==> src/rtl/mod_inverse_serial_pkg.sv <==
// Shared definitions for the serial modular inverter: FSM state encoding
// and the default operand width.
package mod_inverse_serial_pkg;

    localparam int DEFAULT_W = 4;

    typedef enum logic [2:0] {
        IDLE,
        CHECK,
        HALVE_U,
        HALVE_V,
        SUB,
        FINISH
    } state_t;

endpackage

==> src/rtl/mod_inverse_serial_sub.sv <==
// Modular subtract z = (x - y) mod p for operands already reduced into [0, p-1].
module mod_sub_p #(
    parameter int W = 4
) (
    input  logic [W:0]   x,
    input  logic [W:0]   y,
    input  logic [W-1:0] p,
    output logic [W:0]   z
);

    logic         w_borrow;
    logic [W:0]   w_diff;

    // Wrapping arithmetic at W+1 bits is exact because the true result fits in [0, p-1].
    assign w_borrow = (x < y);
    assign w_diff   = x - y;
    assign z        = w_borrow ? (w_diff + {1'b0, p}) : w_diff;

endmodule

==> src/rtl/mod_inverse_serial.sv <==
// Serial binary extended-Euclid inverter: inv = a^-1 mod p, one FSM step per clock.
module mod_inverse_serial
    import mod_inverse_serial_pkg::*;
#(
    parameter int W = DEFAULT_W
) (
    input  logic         clk,
    input  logic         load,
    input  logic         start,
    input  logic [W-1:0] a,
    input  logic [W-1:0] p,
    output logic [W-1:0] inv,
    output logic         busy,
    output logic         done,
    output logic         err
);

    state_t       r_state, w_state_next;
    logic [W-1:0] r_u, r_v, r_p, r_a, r_inv;
    logic [W-1:0] w_u_next, w_v_next, w_p_next, w_a_next, w_inv_next;
    logic [W:0]   r_x1, r_x2, w_x1_next, w_x2_next;
    logic         r_err, w_err_next;

    logic [W:0]       w_x1_plus, w_x2_plus, w_x1_half, w_x2_half;
    logic [1:0][W:0]  w_opnd;
    logic [1:0][W:0]  w_sub;
    logic             w_u_one, w_v_one, w_any_zero;

    // w_sub[0] = (x1 - x2) mod p, w_sub[1] = (x2 - x1) mod p
    assign w_opnd = {r_x2, r_x1};
    generate
        for (genvar gi = 0; gi < 2; gi++) begin : g_sub
            mod_sub_p #(.W(W)) u_sub (
                .x (w_opnd[gi]),
                .y (w_opnd[1-gi]),
                .p (r_p),
                .z (w_sub[gi])
            );
        end
    endgenerate

    // Halving mod p: odd values get p added first so the shift is exact.
    assign w_x1_plus  = r_x1[0] ? (r_x1 + {1'b0, r_p}) : r_x1;
    assign w_x2_plus  = r_x2[0] ? (r_x2 + {1'b0, r_p}) : r_x2;
    assign w_x1_half  = w_x1_plus >> 1;
    assign w_x2_half  = w_x2_plus >> 1;

    assign w_u_one    = (r_u == W'(1));
    assign w_v_one    = (r_v == W'(1));
    assign w_any_zero = (r_u == '0) || (r_v == '0);

    always_comb begin
        w_state_next = r_state;
        w_u_next     = r_u;
        w_v_next     = r_v;
        w_x1_next    = r_x1;
        w_x2_next    = r_x2;
        w_p_next     = r_p;
        w_a_next     = r_a;
        w_inv_next   = r_inv;
        w_err_next   = r_err;

        case (r_state)
            IDLE: begin
                if (start) begin
                    w_u_next     = a;
                    w_v_next     = p;
                    w_x1_next    = (W+1)'(1);
                    w_x2_next    = '0;
                    w_p_next     = p;
                    w_a_next     = a;
                    w_err_next   = 1'b0;
                    w_state_next = CHECK;
                end
            end
            CHECK: begin
                if ((r_a == '0) || (r_a >= r_p)) begin
                    w_err_next   = 1'b1;
                    w_inv_next   = '0;
                    w_state_next = FINISH;
                end else begin
                    w_state_next = HALVE_U;
                end
            end
            HALVE_U: begin
                // inv is loaded on the way into FINISH so it is already valid while done is high.
                if (w_u_one || w_v_one) begin
                    w_inv_next   = w_u_one ? r_x1[W-1:0] : r_x2[W-1:0];
                    w_state_next = FINISH;
                end else if (w_any_zero) begin
                    // Only reachable with a non-prime modulus sharing a factor with a.
                    w_err_next   = 1'b1;
                    w_inv_next   = '0;
                    w_state_next = FINISH;
                end else if (!r_u[0]) begin
                    w_u_next  = r_u >> 1;
                    w_x1_next = w_x1_half;
                end else begin
                    w_state_next = HALVE_V;
                end
            end
            HALVE_V: begin
                if (w_u_one || w_v_one) begin
                    w_inv_next   = w_u_one ? r_x1[W-1:0] : r_x2[W-1:0];
                    w_state_next = FINISH;
                end else if (w_any_zero) begin
                    w_err_next   = 1'b1;
                    w_inv_next   = '0;
                    w_state_next = FINISH;
                end else if (!r_v[0]) begin
                    w_v_next  = r_v >> 1;
                    w_x2_next = w_x2_half;
                end else begin
                    w_state_next = SUB;
                end
            end
            SUB: begin
                if (r_u >= r_v) begin
                    w_u_next  = r_u - r_v;
                    w_x1_next = w_sub[0];
                end else begin
                    w_v_next  = r_v - r_u;
                    w_x2_next = w_sub[1];
                end
                w_state_next = HALVE_U;
            end
            FINISH: begin
                w_state_next = IDLE;
            end
            default: begin
                w_state_next = IDLE;
            end
        endcase
    end

    always_ff @(posedge clk) begin
        if (load) begin
            r_state <= IDLE;
            r_u     <= '0;
            r_v     <= '0;
            r_x1    <= '0;
            r_x2    <= '0;
            r_p     <= '0;
            r_a     <= '0;
            r_inv   <= '0;
            r_err   <= 1'b0;
        end else begin
            r_state <= w_state_next;
            r_u     <= w_u_next;
            r_v     <= w_v_next;
            r_x1    <= w_x1_next;
            r_x2    <= w_x2_next;
            r_p     <= w_p_next;
            r_a     <= w_a_next;
            r_inv   <= w_inv_next;
            r_err   <= w_err_next;
        end
    end

    assign inv  = r_inv;
    assign err  = r_err;
    assign busy = (r_state != IDLE);
    assign done = (r_state == FINISH);

endmodule

==> config.mk <==
export PLATFORM = sky130hd
export DESIGN_NAME = mod_inverse_serial
export DESIGN_NICKNAME = d
export VERILOG_FILES = /design/src/rtl/mod_inverse_serial_pkg.sv /design/src/rtl/mod_inverse_serial_sub.sv /design/src/rtl/mod_inverse_serial.sv
export SDC_FILE = /design/constraint.sdc
export NUM_CORES = 1
export LEC_CHECK = 0
export CORE_AREA = 2 2 96 75
export CTS_CLUSTER_DIAMETER = 30
export DETAILED_ROUTE_END_ITERATION = 16
export DIE_AREA = 0 0 98 77
export GPL_ROUTABILITY_DRIVEN = 0
export GPL_TIMING_DRIVEN = 0
export HOLD_SLACK_MARGIN = 0.03
export PLACE_DENSITY = 0.66
export SYNTH_ARGS = -nofsm -noshare
export SYNTH_HDL_FRONTEND = slang
export SYNTH_SLANG_ARGS = --single-unit
==> constraint.sdc <==
create_clock -name clk -period 4.46 [get_ports clk]
set_clock_uncertainty 0.15 [all_clocks]
set_input_delay 0.892 -clock clk [delete_from_list [all_inputs] [get_ports clk]]
set_output_delay 0.892 -clock clk [all_outputs]
set_load 0.02 [all_outputs]
==> results of run 1 <==
critical path, stage by stage, from the launching register on:
cell       delay [ns]
dfxtp_1          0.36
clkbuf_1         0.32
inv_1            0.16
ha_1             0.28
fa_1             0.40
xnor2_1          0.32
ha_1             0.31
a21oi_1          0.19
and3_1           0.18
o2111ai_1        0.13
o311a_1          0.19
a211oi_1         0.24
path summary, 6_finish.rpt:
kind,depth (start not counted),to,from,slack (ns)
setup / recovery,11,r_x2[3]$_SDFFE_PP0P_,r_x2[0]$_SDFFE_PP0P_,1.15
hold reg to reg,2,r_a[0]$_SDFFE_PP0P_,r_a[0]$_SDFFE_PP0P_,0.33
hold / removal,2,r_a[0]$_SDFFE_PP0P_,r_a[0]$_SDFFE_PP0P_,0.33
setup reg to reg,11,r_x2[3]$_SDFFE_PP0P_,r_x2[0]$_SDFFE_PP0P_,1.15
cell type report:
class | instances | area, um^2 | area share (%)
Multi-Input combinational cell | 312 | 2290 | 63.6
Sequential cell | 34 | 681 | 18.9
Timing Repair Buffer | 17 | 170 | 4.74
Inverter | 34 | 128 | 3.55
Tap cell | 84 | 105 | 2.92
Clock buffer | 6 | 82.6 | 2.30
Buffer | 17 | 80.1 | 2.23
Clock inverter | 2 | 60.1 | 1.67
cell usage in the layout (no fill, tap or decap), types with 10 or more instances in the layout:
cell              n
inv_1            34
nor2_1           21
dfxtp_1          34
nand2_1          36
xnor2_1          13
a21oi_1          43
o21ai_0          22
clkdlybuf4s50_1  17
ha_1             36
a31oi_1          10
cell families (layout without fill, tap and decap cells):
kind of cell / after synthesis / in the layout / share of synthesized area, %
buffers and inverters: 51 / 76 / 6.54
AOI/OAI and AO/OA: 141 / 141 / 29.7
xor gates and xnor gates: 17 / 17 / 5.16
muxes: 2 / 2 / 0.630
and+or+nand+nor: 108 / 108 / 17.3
DFF: 34 / 34 / 21.4
adders and majority gates: 44 / 44 / 19.2
power groups by stage:
stage / Clock, mW / Combinational, mW / Sequential [mW]
after floorplan: 0 / 1.74 / 0.526
after global placement: 0 / 2.15 / 0.585
after detailed placement: 0 / 2.21 / 0.584
after CTS: 0.364 / 2.23 / 0.577
after global routing: 0.377 / 2.54 / 0.601
final: 0.363 / 2.25 / 0.581
per-stage QoR:
step / power [mW] / util, % / cell area [um^2]
after floorplan: 2.26 / - / 3180
after global placement: 2.74 / 52.3 / 3450
after CTS: 3.17 / 54.4 / 3590
after detailed placement: 2.79 / 52.3 / 3450
after global routing: 3.52 / 54.4 / 3590
final: 3.20 / 54.4 / 3590
flip-flops by register name, summed over array words and instances (netlist names):
| name | flops |
|---|---|
| inv | 4 |
| r_state | 3 |
| r_v | 4 |
| err | 1 |
| r_p | 4 |
| r_x2 | 5 |
| r_a | 4 |
| r_x1 | 5 |
| r_u | 4 |
per-layer routing:
| metal | global-route usage, % | vias to the layer above |
|---|---|---|
| li1 | - | 1502 |
| met1 | 37.9 | 1454 |
| met2 | 35.1 | 105 |
| met3 | 3.28 | 7 |
| met4 | 4.03 | 0 |
| met5 | 0 | - |
==> impl_results.md, run 1 <==
* Number of flops mapped to enable cells by yosys at 0
* Leakage at 1.38 nW
* CTS tree: yes
* Initial Utilization at 48.1%
* # setup viols final at 0
* Peak VDD IR at 510 uV
* Net Sw Frac at 50.9%
* PortBufs at 17
* Clock Power Share at 11.4%
* Post-synth ARST share at 0%
* TritonCTS Sinks at 34
* Resized cells post-CTS at 0
* Critical path type: reg -> reg
* First-pass GRT wire length at 14.6 mm
* Max Cap Viol at 0
* Seq cells post-synth at 34
* Final WS setup at 1.15 ns
* Number of core rows at 26
* Fillcell total at 639
* Worst EP arrival at 3.36 ns
* Hold Vio Cnt, Final at 0
* Worst min path class: reg -> reg
* Die Wd at 98 um
* Hold_buf cts at 0
* Worst slew margin at 33.2%
* Post-CTS Setup Inserts at 0
* Mapped Cells at 397
* CORE AREA at 0.00660 mm^2
* Clock buffer depth at 2
* Largest net degree at the start of global routing at 12
* Synth cell types at 57
* Min Hold Slack at 0.334 ns
* Highest clock rate at 302 MHz
* I/O pin cnt at 18
* Die Y at 77 um
* GRT overflow at 0
* Dpl cells at 498
* Metal2 WL at 3.67 mm
* Finished Layout Cells at 506
* Met1 WL at 4.61 mm
* Setup_tns at 0 ns
* Synthesized area at 0.00318 mm^2
* Clk Latency, worst-skew pair at 0.30 ns
* First DRT Iteration DRCs at 228
* Share of cells above drive strength 1 at 6.87%
* Num CTS Buffers at 5
* Fin. max-slew vios at 0
* Top layer in use: met4
* Pre-CTS setup slack at 1.24 ns
* Post-synthesis sequential area ratio at 21.4%
* Met3 Wirelength at 594 um
* P&R area growth vs syn at 13.2%
* Area contributors post-synth: dfxtp_1 21%, ha_1 14%, a21oi_1 6.8%
* Number of antenna diodes at 0
* Share of the synthesized area in the top cell type at 21.4%
* Least-Margin Pin Slew at 0.999 ns
* Wirelength per Cell at 17.6 um
* Root Buffer: clkbuf_8
* Post-synth top flop: dfxtp_1
* Worst Path Max Fanout at 10
* Nets@finish at 476
* Via density at 6.06
* Status: finished, final reports clean
* H-tree levels at 2
* Synth warn at 0
* Crit start category: flip-flop
* 1st-pass router iterations at 6
* Final WL at 8.92 mm
* CP Capture Type: flip-flop
* Post-synth top cells: 43 x a21oi_1, 36 x ha_1, 36 x nand2_1
* DR vias at 3,068
* Logic pwr share at 70.5%
* Final Critical Period at 3.31 ns
* Vias in the first global route at 2,779
* Unrepaired setup endpoints after global routing: false
* Sequential power share at 18.2%
* Worst EP required at 4.51 ns
* Power Density at 890 mW/mm^2
* Initial antenna violation count at 0
* ANT nets after route at 0
* Final Cycle Share at 74.3%
* Drt drc at 0
* CTS clk-pin slew, worst paths at 0.08 ns
* Internal cell power at 1.57 mW
* Total GRT Usage at 24.1%
* DP Wirelength at 6.83 mm
* Mapped Avg Cell Area at 8.00 um^2
* Synth Net Count at 452
* P_sw at 1.63 mW
* Full die area at 0.00755 mm^2
* Largest area contributor in the netlist: dfxtp_1
* Count leader, synth: a21oi_1
Power figures use the tool's default switching activity.
==> run 2, diff against run 1 <==
==> constraint.sdc (replaced) <==
create_clock -name clk -period 3.1 [get_ports clk]
set_clock_uncertainty 0.15 [all_clocks]
set_input_delay 0.62 -clock clk [delete_from_list [all_inputs] [get_ports clk]]
set_output_delay 0.62 -clock clk [all_outputs]
set_load 0.02 [all_outputs]
==> run 2 against run 1 <==
  * Sequential share of layout area is 0.11 points lower
  * Final area rose by 1.1%
  * Flip-flop and latch count is the same
  * Register-to-register slack worse by 0.99 ns
  * First-iteration DRC count decreased by 18%
  * Worst setup slack lost 0.99 ns
  * Clock power grew 44%
  * Wire length up 0.37%
  * Critical path type unchanged
==> impl_results.md, run 2 (synthesis results as in run 1) <==
* Status: finished, final reports clean
* Max Cap Viol at 0
* Final Cycle Share at 94.9%
* Vias in the first global route at 2,792
* FF-to-FF End: r_x1[4]$_SDFFE_PP0P_
* Drt drc at 0
* CORE AREA at 0.00660 mm^2
* Leakage at 1.40 nW
* FF-to-FF setup slack at 0.16 ns
* DR vias at 3,077
* Power Density at 1290 mW/mm^2
* DP Wirelength at 6.83 mm
* Unrepaired setup endpoints after global routing: false
* Wirelength per Cell at 17.7 um
* Hold_buf cts at 0
* I/O pin cnt at 18
* PortBufs at 17
* Overall power at 4.68 mW
* Final WL at 8.95 mm
* Final Critical Period at 2.94 ns
* Initial antenna violation count at 0
* Clk Latency, worst-skew pair at 0.29 ns
* Area post-placement at 0.00345 mm^2
* Setup_tns at 0 ns
* Clock buffer depth at 2
* Largest net degree at the start of global routing at 12
* Die Y at 77 um
* Hold Path Origin: r_a[0]$_SDFFE_PP0P_
* Reg2reg path depth at 11
* ANT nets after route at 0
* Reg area at 684 um^2
* H-tree levels at 2
* Number of core rows at 26
* Total GRT Usage at 24.1%
* Initial Utilization at 48.1%
* Worst min path class: reg -> reg
* First-pass GRT wire length at 14.6 mm
* Num CTS Buffers at 5
* Die Wd at 98 um
* CTS clk-pin slew, worst paths at 0.08 ns
* CTS tree: yes
* Crit start category: flip-flop
* Sequential power share at 18.0%
* Net Sw Frac at 50.5%
* Fillcell total at 640
* Full die area at 0.00755 mm^2
* CP Capture Type: flip-flop
* Finished Layout Cells at 506
* Worst slew margin at 32.6%
* First DRT Iteration DRCs at 186
* TritonCTS Sinks at 34
* Internal cell power at 2.31 mW
* Critical path type: reg -> reg
* Number of antenna diodes at 0
* Worst EP required at 3.14 ns
* P&R area growth vs syn at 14.4%
* Nets@finish at 476
* Fin. max-slew vios at 0
* Design Area, Final at 0.00363 mm^2
* # setup viols final at 0
* Least-Margin Pin Slew at 1.01 ns
* Share of cells above drive strength 1 at 9.24%
* Post-CTS Setup Inserts at 0
* Clock Power Share at 11.1%
* Logic pwr share at 70.8%
* Worst Path Max Fanout at 10
* Hold Vio Cnt, Final at 0
* Hold path cells at 2
* GRT overflow at 0
* Hold path endpoint: r_a[0]$_SDFFE_PP0P_
* Peak VDD IR at 750 uV
* Dpl cells at 498
* Most frequent cells in the layout: 43 x a21oi_1, 36 x nand2_1, 35 x ha_1
* P_sw at 2.36 mW
* FF-to-FF Start: r_x1[0]$_SDFFE_PP0P_
* 1st-pass router iterations at 5
* Largest registers: r_x1 (5), r_x2 (5)
* Worst EP arrival at 2.98 ns
* Multi-input logic area at 0.00231 mm^2
* Via density at 6.08
* Commonest non-fill, non-tap cell in the layout: a21oi_1
* Highest clock rate at 340 MHz
* Root Buffer: clkbuf_8
[run 2: changes by cell type in the layout (fill, tap and decap cells not counted), moves of 2 or more]
| cell | previous run | this run |
|---|---|---|
| dfxtp_1 | 34 | 31 |
| dfxtp_2 | 0 | 3 |
| clkbuf_1 | 7 | 5 |
| xnor2_2 | 0 | 2 |
| xnor2_1 | 13 | 11 |
[run 2: area by class of cell]
type | instances | area share, %
Buffer | 17 | 2.51
Clock buffer | 6 | 2.27
Clock inverter | 2 | 1.65
Inverter | 34 | 3.51
Multi-Input combinational cell | 312 | 63.6
Sequential cell | 34 | 18.8
Tap cell | 84 | 2.89
Timing Repair Buffer | 17 | 4.68
[run 2: timing repair]
action / 4_1_cts / 5_1_grt
pin swaps: 0 / 1
gates resized for setup: 3 / 14
setup endpoints to repair: 2 / 3
[run 2: how the worst max path moves through the flow]
stage | slack, ns | cells after the start | end | start
finish | 0.16 | 11 | r_x1[4]$_SDFFE_PP0P_ | r_x1[0]$_SDFFE_PP0P_
global route | 0.005 | 11 | r_x2[3]$_SDFFE_PP0P_ | r_x2[0]$_SDFFE_PP0P_
CTS | 0.02 | 11 | r_x1[4]$_SDFFE_PP0P_ | r_x1[0]$_SDFFE_PP0P_
detailed placement | -0.12 | 11 | r_x2[3]$_SDFFE_PP0P_ | r_x2[0]$_SDFFE_PP0P_
global placement | -0.11 | 11 | r_x2[3]$_SDFFE_PP0P_ | r_x2[0]$_SDFFE_PP0P_
floorplan | 0.20 | 11 | r_x1[4]$_SDFFE_PP0P_ | r_x1[0]$_SDFFE_PP0P_
[run 2: metal layers]
layer | wire length (um) | vias up | global-route usage, %
met5 | 0 | - | 0
met3 | 550 | 5 | 3.28
li1 | - | 1500 | -
met1 | 4640 | 1467 | 37.9
met2 | 3720 | 105 | 35.3
met4 | 42 | 0 | 4.03
[run 2: worst max-delay path, stage by stage (launching register included)]
cell     delay [ns]
dfxtp_1        0.37
buf_6          0.15
inv_1          0.07
ha_2           0.20
fa_1           0.51
inv_1          0.07
fa_1           0.40
a21o_1         0.19
a21oi_1        0.17
nor3_2         0.06
xor3_1         0.35
o32ai_1        0.14
[run 2: power by group through the flow]
stage,clock (mW),combinational (mW),sequential (mW)
after floorplan,0,2.50,0.756
after global placement,0,3.09,0.842
after detailed placement,0,3.18,0.840
after CTS,0.523,3.23,0.831
after global routing,0.542,3.72,0.871
final,0.521,3.31,0.844
[run 2: through the flow]
| step | worst slack (ns) | util (%) | hold slack, ns |
|---|---|---|---|
| global placement | -0.112 | 52.3 | 0.320 |
| CTS | 0.0221 | 54.6 | 0.336 |
| floorplan | 0.195 | - | 0.300 |
| global route | 0.00486 | 55.0 | 0.363 |
| detailed placement | -0.123 | 52.3 | 0.325 |
| finish | 0.158 | 55.0 | 0.334 |
